$ cat config.mk
export PLATFORM = sky130hd
export DESIGN_NAME = wm_panel_input
export DESIGN_NICKNAME = d
export VERILOG_FILES = /design/src/rtl/wm_pkg.sv /design/src/rtl/wm_debounce.sv /design/src/rtl/wm_panel_input.sv
export SDC_FILE = /design/constraint.sdc
export NUM_CORES = 1
export LEC_CHECK = 0
export ABC_CLOCK_PERIOD_IN_PS = 1450
export BUFFER_PORTS_ARGS = -buffer_cell sky130_fd_sc_hd__buf_2
export CORE_MARGIN = 8
export CORE_UTILIZATION = 35
export CTS_CLUSTER_DIAMETER = 60
export DETAILED_ROUTE_END_ITERATION = 6
export PLACE_DENSITY = 0.6
export SLEW_MARGIN = 20
export SYNTH_ARGS = -nofsm -noshare
export SYNTH_HDL_FRONTEND = slang
export SYNTH_SLANG_ARGS = --single-unit
$ cat constraint.sdc
create_clock -name clk -period 1.45 [get_ports clk]
set_input_delay 0.2175 -clock clk [delete_from_list [all_inputs] [get_ports clk]]
set_output_delay 0.2175 -clock clk [all_outputs]
set_load 0.02 [all_outputs]
$ cat src/rtl/wm_pkg.sv
// wm_pkg: shared load encodings, lock FSM states and defaults for the washing machine panel.
package wm_pkg;
  localparam logic [1:0] LOAD_SMALL  = 2'b00;
  localparam logic [1:0] LOAD_MEDIUM = 2'b01;
  localparam logic [1:0] LOAD_LARGE  = 2'b10;
  localparam logic [1:0] LOAD_RSVD   = 2'b11;
  localparam int DEBOUNCE_DEFAULT = 16;
  typedef enum logic {UNLOCKED, LOCKED} lock_t;
  function automatic logic [1:0] sat_load(input logic [1:0] l);
    return l == LOAD_RSVD ? LOAD_LARGE : l;
  endfunction
endpackage

$ cat src/rtl/wm_debounce.sv
// wm_debounce: 2-FF synchroniser plus stable-count debouncer for one raw bit.
module wm_debounce
  import wm_pkg::*;
#(
  parameter int   DEBOUNCE_CYCLES = DEBOUNCE_DEFAULT,
  parameter logic RST_VAL         = 1'b0
) (
  input  logic clk,
  input  logic reset,
  input  logic raw,
  output logic stable,
  output logic rise
);
  localparam int W = $clog2(DEBOUNCE_CYCLES + 1);
  logic s1, s2, flip;
  logic [W-1:0] cnt;
  assign flip = (s2 != stable) && cnt == W'(DEBOUNCE_CYCLES - 1);
  // rise is combinational so the parent can register its pulse on the same edge stable flips
  assign rise = flip && !stable;
  always_ff @(posedge clk) begin
    if (reset) begin
      s1     <= RST_VAL;
      s2     <= RST_VAL;
      stable <= RST_VAL;
      cnt    <= '0;
    end else begin
      s1     <= raw;
      s2     <= s1;
      stable <= flip ? ~stable : stable;
      cnt    <= (s2 == stable || flip) ? '0 : cnt + W'(1);
    end
  end
endmodule

$ cat src/rtl/wm_panel_input.sv
// wm_panel_input: debounced door/start/load panel inputs with start interlock and load freezing.
module wm_panel_input
  import wm_pkg::*;
#(
  parameter int DEBOUNCE_CYCLES = DEBOUNCE_DEFAULT
) (
  input  logic       clk,
  input  logic       reset,
  input  logic       door_raw,
  input  logic       start_raw,
  input  logic [1:0] load_raw,
  input  logic       cycle_done,
  output logic       door,
  output logic       start,
  output logic [1:0] load,
  output logic       locked
);
  logic start_stable, start_rise;
  logic [1:0] load_stable, cap;
  logic [2:0] unused_rise;
  lock_t state;
  wm_debounce #(.DEBOUNCE_CYCLES(DEBOUNCE_CYCLES), .RST_VAL(1'b1)) u_door (
    .clk(clk), .reset(reset), .raw(door_raw), .stable(door), .rise(unused_rise[2]));
  wm_debounce #(.DEBOUNCE_CYCLES(DEBOUNCE_CYCLES), .RST_VAL(1'b0)) u_start (
    .clk(clk), .reset(reset), .raw(start_raw), .stable(start_stable), .rise(start_rise));
  wm_debounce #(.DEBOUNCE_CYCLES(DEBOUNCE_CYCLES), .RST_VAL(1'b0)) u_load1 (
    .clk(clk), .reset(reset), .raw(load_raw[1]), .stable(load_stable[1]), .rise(unused_rise[1]));
  wm_debounce #(.DEBOUNCE_CYCLES(DEBOUNCE_CYCLES), .RST_VAL(1'b0)) u_load0 (
    .clk(clk), .reset(reset), .raw(load_raw[0]), .stable(load_stable[0]), .rise(unused_rise[0]));
  assign locked = state == LOCKED;
  assign load   = locked ? cap : sat_load(load_stable);
  // start edges while locked or with the door open are dropped, never queued
  always_ff @(posedge clk) begin
    if (reset) begin
      state <= UNLOCKED;
      start <= 1'b0;
      cap   <= LOAD_SMALL;
    end else begin
      start <= start_rise && !door && state == UNLOCKED;
      cap   <= state == LOCKED ? cap : sat_load(load_stable);
      state <= state == UNLOCKED ? (start ? LOCKED : UNLOCKED) : (cycle_done ? UNLOCKED : LOCKED);
    end
  end
endmodule
==> metrics.cfg <==
[layout]
regArea_sq_um=739
antennaDiodeCount=0
nets=164
utilization_pct=47.5
multi_input_area_sq_um=668
areaGrowthSynthToFinish_pct=31.7
instances_no_fill=198
drive_gt1_share_pct=40.0
fill_cells=360
final_area_sq_um=1720

[global_route]
grt_max_degree=21
grt_pass1_vias=884
grt_first_pass_wirelength_microns=3470
grtUsageTotal_pct=7.46
grt_overflow=0
antenna_found_initial=0

[synthesis]
synth_sequential_area_ratio_pct=55.1
synthCells=125
yosys_most_used_dff=dfxtp_1
synth.net_count=140
ys_ff_latch=36
synthTopCellsByCount=dfxtp_1 (36), nor2_1 (24), inv_1 (9), nor2b_1 (9)
synth_top_cell_by_area=dfxtp_1
yosysMostFrequentCell=dfxtp_1
syn_area_per_cell_sq_um=10.5
synth_cell_type_count=21
synth_warnings=0
syn_area_sq_um=1310
synth_edf_count=0
synth_top_area_share_pct=55.1
ys_async_sr_fraction_pct=0
synth.area.top_cells=dfxtp_1 (55%), ha_1 (7.6%), nor2_1 (6.9%)

[routing]
drt_iter0_drc=11
drc=0
drt-total-wl_microns=2110
wl_per_cell_microns=10.7
ant_nets=0
num_vias=872
dr.pass1.iters=2
routed_via_density=4.40

[sta]
rsz0062_at_grt=true
period_share_pct=99.1
finalSetupViolations=0
fin_setup_tns_ns=0
final.setup.worst_slack_ns=0.0136
clock_skew_ns=0.00502
relSlewSlack_pct=77.7
tightest_slew_ns=0.334
hold_slack_ns=0.106
period_needed_ns=1.44
finalHoldViolations=0
slew_violations=0
fmax_mhz=696

[flow_run]
maxCapViolations=0

[cts]
path_clk_slew_ns=0.07
htreeDepth=2
clk_latency_ns=0.29
clockBufferDepth=2
cts-buffers-inserted=5
root_buffer=clkbuf_8
cts_tree=yes
hold_buffers=0
clock-sinks=36

[die]
die_x_microns=77.2
rows=22
io_pins=12
die_area_sq_um=5950
die_h_microns=77.2
start_util_pct=36.0
core_area_sq_um=3630

[power]
p_sw_share_pct=19.1
p_seq_share_pct=53.2
power_mw=1.89
netSwitchingPower_mw=0.362
clkPwrFrac_pct=44.6
p_leak_nw=0.635
internal_power_mw=1.53
p_per_area_nw_per_um2=1100
vdd_drop_max_mv=1.19
combPwrFrac_pct=2.3

[critical_path]
crit_arrival_ns=1.67
cp_data_required_time_ns=1.68
endpoint_kind=flip-flop
crit_type=reg -> reg
path_max_fanout=5
startpoint_type=flip-flop

[placement]
port-buffer-count=11
placed_area_sq_um=1460
pre_cts_ws_ns=-0.0590
dp_hpwl_microns=1490
dp_cells=188
place.gp.congestion=0.670

[hold_path]
min_path_type=in -> reg

[outcome]
outcome=finished clean

-- final timing paths --
kind / from / end / slack [ns] / depth (start not counted)
worst max-delay path: u_load0.cnt[0] / u_load0.cnt[1] / 0.01 / 5
worst min-delay path: door_raw / u_door.s1 / 0.11 / 2
worst max register to register: u_load0.cnt[0] / u_load0.cnt[1] / 0.01 / 5
worst min register to register: u_door.cnt[0] / u_door.cnt[0] / 0.41 / 1
-- critical path, cell delays in order (launching register included) --
cell	delay, ns
dfxtp_4	0.37
ha_4	0.16
and3_4	0.18
ha_4	0.15
or3_4	0.42
nor2_2	0.11
-- repair_timing --
| action | 4_1_cts | 5_1_grt |
|---|---|---|
| setup endpoints to repair | 19 | 19 |
| setup buffers | 0 | 2 |
| pin swaps | 4 | 16 |
| resized for setup | 8 | 30 |
-- layout by cell type, fill, tap and decap left out, drive strengths merged, types with 2 or more instances in the layout --
cell type	n
dfxtp	36
nor2	24
buf	19
inv	9
nor2b	9
xnor2	8
ha	8
clkbuf	6
mux2i	4
or3	4
nand3	4
xor2	4
and3	4
or2	2
-- state kept, by name (all words and copies together) (netlist names) --
signal	count
u_load1.s2	1
u_start.s2	1
u_load1.stable	1
u_load1.s1	1
u_door.s1	1
u_door.stable	1
u_load0.stable	1
cap	2
u_load0.s2	1
start	1
u_start.cnt	5
locked	1
u_start.stable	1
u_start.s1	1
u_door.cnt	5
u_load0.s1	1
u_load1.cnt	5
u_load0.cnt	5
u_door.s2	1
-- per-layer routing --
layer | share of wire [%] | global-route usage, %
met5 | 0 | 0
met4 | 3.3 | 6.79
met3 | 4.2 | 3.50
met2 | 50 | 12.1
met1 | 42 | 6.80
-- logic make-up (layout without fill, tap and decap cells) --
family / after synthesis / in the layout / share of synthesized area (%)
mux: 5 / 5 / 3.92
buf+inv: 11 / 36 / 3.25
compound gates: 2 / 2 / 1.05
flops: 36 / 36 / 55.1
simple gates: 51 / 51 / 21.0
fa+ha+maj: 8 / 8 / 7.65
xor+xnor: 12 / 12 / 8.03
-- cell type report --
type	instances	share of cell area [%]
Tap cell	48	3.48
Clock buffer	6	4.21
Sequential cell	36	42.9
Multi-Input combinational cell	78	38.8
Inverter	9	1.96
Timing Repair Buffer	19	6.68
Clock inverter	2	2.03
-- power groups by stage --
stage | Combinational (mW) | Sequential [mW] | Clock (mW)
2_1_floorplan | 0.0283 | 1.03 | 0
3_3_place_gp | 0.0388 | 1.03 | 0
3_5_place_dp | 0.0397 | 1.03 | 0
4_1_cts | 0.0407 | 1.01 | 0.881
5_1_grt | 0.0479 | 1.01 | 0.908
6_report | 0.0427 | 1.01 | 0.842
(Power assumes the default switching activity.)
